$ cat src/rtl/useq_pkg.sv
// Shared types and control-store contents for the micro-sequencer of the
// ARM multicycle core.
package useq_pkg;

  typedef enum logic [4:0] {
    S_FETCH    = 5'd0,
    S_DECODE   = 5'd1,
    S_MEMADR   = 5'd2,
    S_MEMREAD  = 5'd3,
    S_MEMWB    = 5'd4,
    S_MEMWRITE = 5'd5,
    S_EXECR    = 5'd6,
    S_EXECI    = 5'd7,
    S_ALUWB    = 5'd8,
    S_BRANCH   = 5'd9,
    S_BL       = 5'd10,
    S_MEMREADB = 5'd11
  } ustate_e;

  // Next-field codes that ask the external dispatch logic for the target.
  localparam logic [4:0] DISP10 = 5'b11111;
  localparam logic [4:0] DISP11 = 5'b11110;

  localparam logic [4:0] ROM_DEPTH = 5'd12;

  typedef struct packed {
    logic       pc_write;
    logic       ir_write;
    logic       reg_write;
    logic       mem_write;
    logic       branch;
    logic       alu_op;
    logic       alu_src_a;
    logic       adr_src;
    logic       byte_en;
    logic       mem_req;
    logic [1:0] alu_src_b;
    logic [1:0] result_src;
  } ctrl_word_t;

  typedef struct packed {
    logic [4:0] next;
    ctrl_word_t ctrl;
  } rom_entry_t;

  function automatic rom_entry_t mk(
    input logic [4:0] next,
    input logic pc_w, input logic ir_w, input logic reg_w, input logic mem_w,
    input logic br, input logic aop, input logic asa, input logic adr,
    input logic be, input logic mreq, input logic [1:0] asb, input logic [1:0] rs
  );
    rom_entry_t e;
    e.next            = next;
    e.ctrl.pc_write   = pc_w;
    e.ctrl.ir_write   = ir_w;
    e.ctrl.reg_write  = reg_w;
    e.ctrl.mem_write  = mem_w;
    e.ctrl.branch     = br;
    e.ctrl.alu_op     = aop;
    e.ctrl.alu_src_a  = asa;
    e.ctrl.adr_src    = adr;
    e.ctrl.byte_en    = be;
    e.ctrl.mem_req    = mreq;
    e.ctrl.alu_src_b  = asb;
    e.ctrl.result_src = rs;
    return e;
  endfunction

  //                       next    pc ir rw mw br ao sa ad be mr  srcb   res
  localparam rom_entry_t ROM [0:11] = '{
    mk(5'd1,  1'b1, 1'b1, 1'b0, 1'b0, 1'b0, 1'b0, 1'b1, 1'b0, 1'b0, 1'b1, 2'b10, 2'b10),
    mk(DISP10,1'b0, 1'b0, 1'b0, 1'b0, 1'b0, 1'b0, 1'b1, 1'b0, 1'b0, 1'b0, 2'b10, 2'b10),
    mk(DISP11,1'b0, 1'b0, 1'b0, 1'b0, 1'b0, 1'b0, 1'b0, 1'b0, 1'b0, 1'b0, 2'b01, 2'b00),
    mk(5'd4,  1'b0, 1'b0, 1'b0, 1'b0, 1'b0, 1'b0, 1'b0, 1'b1, 1'b0, 1'b1, 2'b00, 2'b00),
    mk(5'd0,  1'b0, 1'b0, 1'b1, 1'b0, 1'b0, 1'b0, 1'b0, 1'b0, 1'b0, 1'b0, 2'b00, 2'b01),
    mk(5'd0,  1'b0, 1'b0, 1'b0, 1'b1, 1'b0, 1'b0, 1'b0, 1'b1, 1'b0, 1'b1, 2'b00, 2'b00),
    mk(5'd8,  1'b0, 1'b0, 1'b0, 1'b0, 1'b0, 1'b1, 1'b0, 1'b0, 1'b0, 1'b0, 2'b00, 2'b00),
    mk(5'd8,  1'b0, 1'b0, 1'b0, 1'b0, 1'b0, 1'b1, 1'b0, 1'b0, 1'b0, 1'b0, 2'b01, 2'b00),
    mk(5'd0,  1'b0, 1'b0, 1'b1, 1'b0, 1'b0, 1'b0, 1'b0, 1'b0, 1'b0, 1'b0, 2'b00, 2'b00),
    mk(5'd0,  1'b0, 1'b0, 1'b0, 1'b0, 1'b1, 1'b0, 1'b0, 1'b0, 1'b0, 1'b0, 2'b01, 2'b10),
    mk(5'd9,  1'b0, 1'b0, 1'b1, 1'b0, 1'b0, 1'b0, 1'b0, 1'b0, 1'b0, 1'b0, 2'b00, 2'b10),
    mk(5'd4,  1'b0, 1'b0, 1'b0, 1'b0, 1'b0, 1'b0, 1'b0, 1'b1, 1'b1, 1'b1, 2'b00, 2'b00)
  };

endpackage

$ cat src/rtl/useq_rom.sv
// Combinational control store: micro-address to {next field, control word}.
// Unpopulated addresses decode to next=0 with every control deasserted.
module useq_rom
  import useq_pkg::*;
(
  input  logic [4:0] upc,
  output logic [4:0] next_field,
  output ctrl_word_t ctrl
);

  rom_entry_t entry;

  always_comb begin
    entry = '0;
    if (upc < ROM_DEPTH) entry = ROM[upc[3:0]];
  end

  assign next_field = entry.next;
  assign ctrl       = entry.ctrl;

endmodule

$ cat src/rtl/micro_sequencer.sv
// Micro-PC register, stall handling and illegal-address detection around the
// control store. Performance counters exist only when USEQ_PERF_EN is defined.
module micro_sequencer
  import useq_pkg::*;
#(
  parameter int               UPC_W      = 5,
  parameter logic [UPC_W-1:0] RESET_UPC  = '0,
  parameter int               NUM_STATES = 12
) (
  input  logic             clk,
  input  logic             reset,
  input  logic [1:0]       instr_op,
  input  logic [5:0]       instr_funct,
  input  logic             mem_ready,
  input  logic [UPC_W-1:0] real_next_adr,
  output logic [UPC_W-1:0] temp_next_adr,
  output logic [1:0]       disp_op,
  output logic [5:0]       disp_funct,
  output logic [UPC_W-1:0] upc,
  output logic             pc_write,
  output logic             ir_write,
  output logic             reg_write,
  output logic             mem_write,
  output logic             branch,
  output logic             alu_op,
  output logic             alu_src_a,
  output logic             adr_src,
  output logic             byte_en,
  output logic             mem_req,
  output logic [1:0]       alu_src_b,
  output logic [1:0]       result_src,
  output logic             instr_done,
  output logic             illegal,
  output logic [31:0]      instr_count,
  output logic [31:0]      stall_count
);

  localparam logic [UPC_W-1:0] STATES_LIMIT = UPC_W'(NUM_STATES);

  ctrl_word_t       ctrl;
  logic [UPC_W-1:0] next_field;
  logic [UPC_W-1:0] upc_next;
  logic [1:0]       op_q;
  logic [5:0]       funct_q;
  logic             stall;
  logic             bad_target;
  logic             illegal_next;
  logic             done_next;
  logic             illegal_reg;
  logic             done_reg;

  useq_rom u_rom (
    .upc        (upc),
    .next_field (next_field),
    .ctrl       (ctrl)
  );

  // State register
  always_ff @(posedge clk or posedge reset) begin
    if (reset) begin
      upc         <= RESET_UPC;
      op_q        <= '0;
      funct_q     <= '0;
      illegal_reg <= 1'b0;
      done_reg    <= 1'b0;
    end else begin
      upc         <= upc_next;
      illegal_reg <= illegal_next;
      done_reg    <= done_next;
      if (!stall && upc == S_DECODE) begin
        op_q    <= instr_op;
        funct_q <= instr_funct;
      end
    end
  end

  // Next-state logic; a stall freezes the micro-PC and suppresses both pulses.
  always_comb begin
    stall        = ctrl.mem_req && !mem_ready;
    bad_target   = (upc >= STATES_LIMIT) || (real_next_adr == DISP10) ||
                   (real_next_adr == DISP11);
    illegal_next = !stall && bad_target;
    done_next    = !stall && (next_field == '0);
    upc_next     = real_next_adr;
    if (stall)           upc_next = upc;
    else if (bad_target) upc_next = RESET_UPC;
  end

  // Outputs
  always_comb begin
    temp_next_adr = next_field;
    disp_op       = op_q;
    disp_funct    = funct_q;
    if (upc == S_DECODE) begin
      disp_op    = instr_op;
      disp_funct = instr_funct;
    end
    pc_write   = ctrl.pc_write;
    ir_write   = ctrl.ir_write;
    reg_write  = ctrl.reg_write;
    mem_write  = ctrl.mem_write;
    branch     = ctrl.branch;
    alu_op     = ctrl.alu_op;
    alu_src_a  = ctrl.alu_src_a;
    adr_src    = ctrl.adr_src;
    byte_en    = ctrl.byte_en;
    mem_req    = ctrl.mem_req;
    alu_src_b  = ctrl.alu_src_b;
    result_src = ctrl.result_src;
    instr_done = done_reg;
    illegal    = illegal_reg;
  end

`ifdef USEQ_PERF_EN
  logic [31:0] instr_count_reg;
  logic [31:0] stall_count_reg;

  always_ff @(posedge clk or posedge reset) begin
    if (reset) begin
      instr_count_reg <= '0;
      stall_count_reg <= '0;
    end else begin
      if (done_reg) instr_count_reg <= instr_count_reg + 32'd1;
      if (stall)    stall_count_reg <= stall_count_reg + 32'd1;
    end
  end

  assign instr_count = instr_count_reg;
  assign stall_count = stall_count_reg;
`else
  assign instr_count = 32'd0;
  assign stall_count = 32'd0;
`endif

endmodule

$ cat config.mk
export PLATFORM = sky130hd
export DESIGN_NAME = micro_sequencer
export DESIGN_NICKNAME = d
export VERILOG_FILES = /design/src/rtl/useq_pkg.sv /design/src/rtl/useq_rom.sv /design/src/rtl/micro_sequencer.sv
export SDC_FILE = /design/constraint.sdc
export NUM_CORES = 1
export LEC_CHECK = 0
export ABC_AREA = 1
export CAP_MARGIN = 20
export CORE_UTILIZATION = 38
export DETAILED_ROUTE_END_ITERATION = 16
export HOLD_SLACK_MARGIN = 0.08
export PLACE_DENSITY = 0.88
export SLEW_MARGIN = 25
export SYNTH_ARGS = -nofsm -noshare
export SYNTH_HDL_FRONTEND = slang
export SYNTH_SLANG_ARGS = --single-unit
$ cat constraint.sdc
create_clock -name clk -period 5.62 [get_ports clk]
set_input_delay 1.405 -clock clk [delete_from_list [all_inputs] [get_ports clk]]
set_output_delay 1.405 -clock clk [all_outputs]
set_load 0.01 [all_outputs]
==> flow_summary.rst <==
.. list-table::
   :header-rows: 1

   * - Metric
     - Value
   * - Kind of start point of the critical path
     - input pin
   * - Final critical-path share of the clock period
     - a little over two thirds
   * - Mux cell area share after synthesis
     - 0%
   * - Initial antenna violation count
     - 0
   * - Worst relative slew slack
     - 61.9%
   * - Flop and latch count out of synthesis
     - 15
   * - Yosys warns
     - 0
   * - Max Freq
     - 0.251 GHz
   * - Cells taking the most area after synthesis
     - sky130_fd_sc_hd__buf_4 (32%), sky130_fd_sc_hd__dfrtp_1 (24%), sky130_fd_sc_hd__nand2_1 (14%), sky130_fd_sc_hd__ha_1 (4.0%), sky130_fd_sc_hd__nand3_1 (3.5%)
   * - Largest register by flop count
     - funct_q
   * - Critical path class
     - in2out
   * - Average cell area after synthesis
     - 7.23 sq um
   * - Instance count of the mapped netlist
     - roughly 220
   * - Worst skew pair latency
     - 0.24 ns
   * - Number of clock buffers inserted by TritonCTS
     - 3
   * - Final-report setup violation count
     - 0
   * - Top flop regs
     - funct_q (6), upc (5), op_q (2)
   * - Vias
     - between 1000 and 1500
   * - Post-layout net count
     - 284
   * - Cts hold-fix bufs
     - 0
   * - Final Util
     - 48.9%
   * - DPL Wire Length
     - roughly 2.5 mm
   * - Number of buffers on the longest clock path
     - 2
   * - Worst Skew
     - ~0.00058 ns
   * - Top-level port count
     - 114
   * - Hold slack
     - 0.470 ns
   * - Remaining number of nets flagged by the antenna check after routing
     - 0
   * - Post-DR wirelength/cell
     - 9.63 um
   * - Hold Crit Class
     - reg2reg
   * - Number of flip-flops under the largest register name
     - 6
   * - Synthesized-area fraction occupied by ao, oa, aoi and oai cells
     - 3.37%
   * - Maximum vdd drop
     - 0.211 mV
   * - Die boundary width
     - approximately 66 um
   * - Area fraction of the dominant cell type after synthesis
     - between 30% and 40%
   * - Adder-cell share of the synthesized area
     - approximately 4.0%
   * - Setup_tns
     - 0 ns
   * - Result of the run
     - finished clean
   * - Total of max-cap violations
     - 0
   * - Xor/xnor cell area share of the yosys netlist
     - 0%
   * - Total DRC errors in the routed layout
     - 0
   * - Final count of hold timing violations
     - 0
   * - H-tree levels
     - 1
   * - Top cell type by total area after synthesis
     - sky130_fd_sc_hd__buf_4
   * - Standard-cell rows
     - 22
   * - Data arrival time at the worst-slack endpoint
     - 2.57 ns
   * - Total power density per cell area
     - 531 nW/um^2
   * - Layout-stage area growth over the synthesis result
     - 18.9%
   * - Clock-pin slew reported for the worst setup and hold paths after clock tree synthesis
     - around 0.06 ns
   * - Die outline area
     - approximately 4400 sq um
   * - DR pass1 iterations
     - 4
   * - GRT Residual Overflow
     - 0
   * - Largest family of logic cells by synthesized area
     - buffers and inverters
   * - Register area share after synthesis
     - around 24%
   * - Tightest Pin Transition
     - 0.571 ns
   * - Clock tree from TritonCTS
     - built
   * - Detailed Route Iter0 Violations
     - 41
   * - Timing startpoint of the critical path
     - instr_funct[5]
   * - Antenna cells
     - 0
   * - Core area
     - approximately 3800 sq um
   * - Crit path time final
     - 3.98 ns
   * - Maximum number of pins on one net before global-route repair
     - 18
   * - Data required time of the worst path
     - about 4.2 ns
   * - Count of port buffers added during placement
     - 49
   * - DIE HEIGHT
     - 66.1 um
   * - Simple-Gate Fraction of Synth Area
     - 30.0%
   * - Cell area after technology mapping
     - 1560 sq um
   * - Fillcell total
     - 395
   * - Leakage dissipation
     - 0.00101 uW
   * - Endpoint type of the worst setup path
     - primary output
   * - Setup repair bufs after CTS
     - 0
   * - Routed vias/inst
     - 4.07
   * - Layout cells sized above 1
     - 7.25%
   * - Final slew viol count
     - 0
   * - Unrepaired setup endpoints after global routing
     - no
   * - Synth unique cells
     - 25
   * - Weighted congestion at the end of routability-driven global placement
     - 0.817
   * - Starting Density
     - about two fifths
   * - Via count of the first global-routing pass
     - around 1100
   * - Quantity of gates resized following cts
     - 0
   * - Maximum fanout encountered on the critical timing path
     - 2
   * - Total length of routed wires
     - 2.98 mm
   * - First-pass GRT wire length
     - about 4.8 mm
   * - Hold_sp
     - op_q[1]
   * - Sinks on the clock net
     - 15
   * - Root buffer cell
     - sky130_fd_sc_hd__clkbuf_8
   * - GRT Resource Usage Total
     - 14.3%
   * - RR Startpoint
     - upc[1]
[per-layer routing]
layer | global-route usage [%] | vias to the layer above | part of all wire [%] | routed length (um)
met5 | 0 | - | 0 | 0
met2 | 23.6 | 73 | 50 | 1490
met1 | 18.4 | 558 | 42 | 1250
li1 | - | 629 | - | -
met3 | 3.62 | 2 | 7.5 | 223
met4 | 3.72 | 0 | 0.77 | 23
[path summary, 6_finish.rpt]
kind / to / slack (ns) / cells past startpoint
hold / removal: op_q[1] / 0.47 / 2
setup reg to reg: funct_q[4] / 3.82 / 9
setup / recovery: disp_funct[5] / 1.64 / 4
hold reg to reg: op_q[1] / 0.47 / 2
max in group asynchronous: instr_done / 3.73 / 2
min in group asynchronous: illegal / 1.52 / 2
[worst max-delay path: stages]
cell                              delay (ns)
sky130_fd_sc_hd__clkdlybuf4s50_1        0.49
sky130_fd_sc_hd__nand2_1                0.06
sky130_fd_sc_hd__nand2_1                0.07
sky130_fd_sc_hd__clkdlybuf4s50_1        0.55
[Yosys cell counts (all sizes together)]
library cell and instances:
o21ai 4, nand3 15, inv 16, a221oi 1, conb 1, nor2 15, buf 70, nor3b 1
dfrtp 15, a21oi 1, and2 1, and3 1, o31ai 1, nor3 3, a211oi 1, nand2 65
ha 5
[layout by cell type, fill, tap and decap left out, drive strengths merged, types with 3 or more instances in the layout]
master / netlist / final
clkbuf: 0 / 4
clkdlybuf4s50: 0 / 49
inv: 16 / 16
conb: 1 / 64
ha: 5 / 5
nor3: 3 / 3
nand3: 15 / 15
nor2: 15 / 15
o21ai: 4 / 4
dfrtp: 15 / 15
nand2: 65 / 65
[cell families (layout without fill, tap and decap cells)]
family	count (synthesis)	in the layout
flip-flops	15	15
adder cells (fa/ha/maj)	5	5
AO/OA/AOI/OAI	8	8
AND/OR/NAND/NOR	101	101
other	1	64
buffers and inverters	86	69
[cell type report]
| class | instances | area [sq um] | share of cell area [%] |
|---|---|---|---|
| multi-input combinational | 178 | 823 | 44.3 |
| timing repair buffer | 49 | 490 | 26.4 |
| sequential | 15 | 375 | 20.2 |
| inverter | 16 | 62.6 | 3.37 |
| tap | 48 | 60.1 | 3.23 |
| clock buffer | 4 | 45.0 | 2.43 |
[through the flow]
stage | area [sq um] | power, uW | instances | setup WS, ns
4_1_cts | 1860 | 995 | 310 | 1.64
3_3_place_gp | 1810 | 888 | 306 | 1.68
5_1_grt | 1860 | 1070 | 310 | 1.60
6_report | 1860 | 986 | 310 | 1.64
3_5_place_dp | 1810 | 906 | 306 | 1.64
2_1_floorplan | 1800 | 633 | 279 | 2.69
[where the power goes]
part	leakage (uW)	switching [uW]	internal (uW)
registers	0.000189	49.6	156
logic	0.000802	362	332
clock network	0.0000228	35.4	50.1
total	0.00101	447	538
Power figures use the tool's default switching activity.
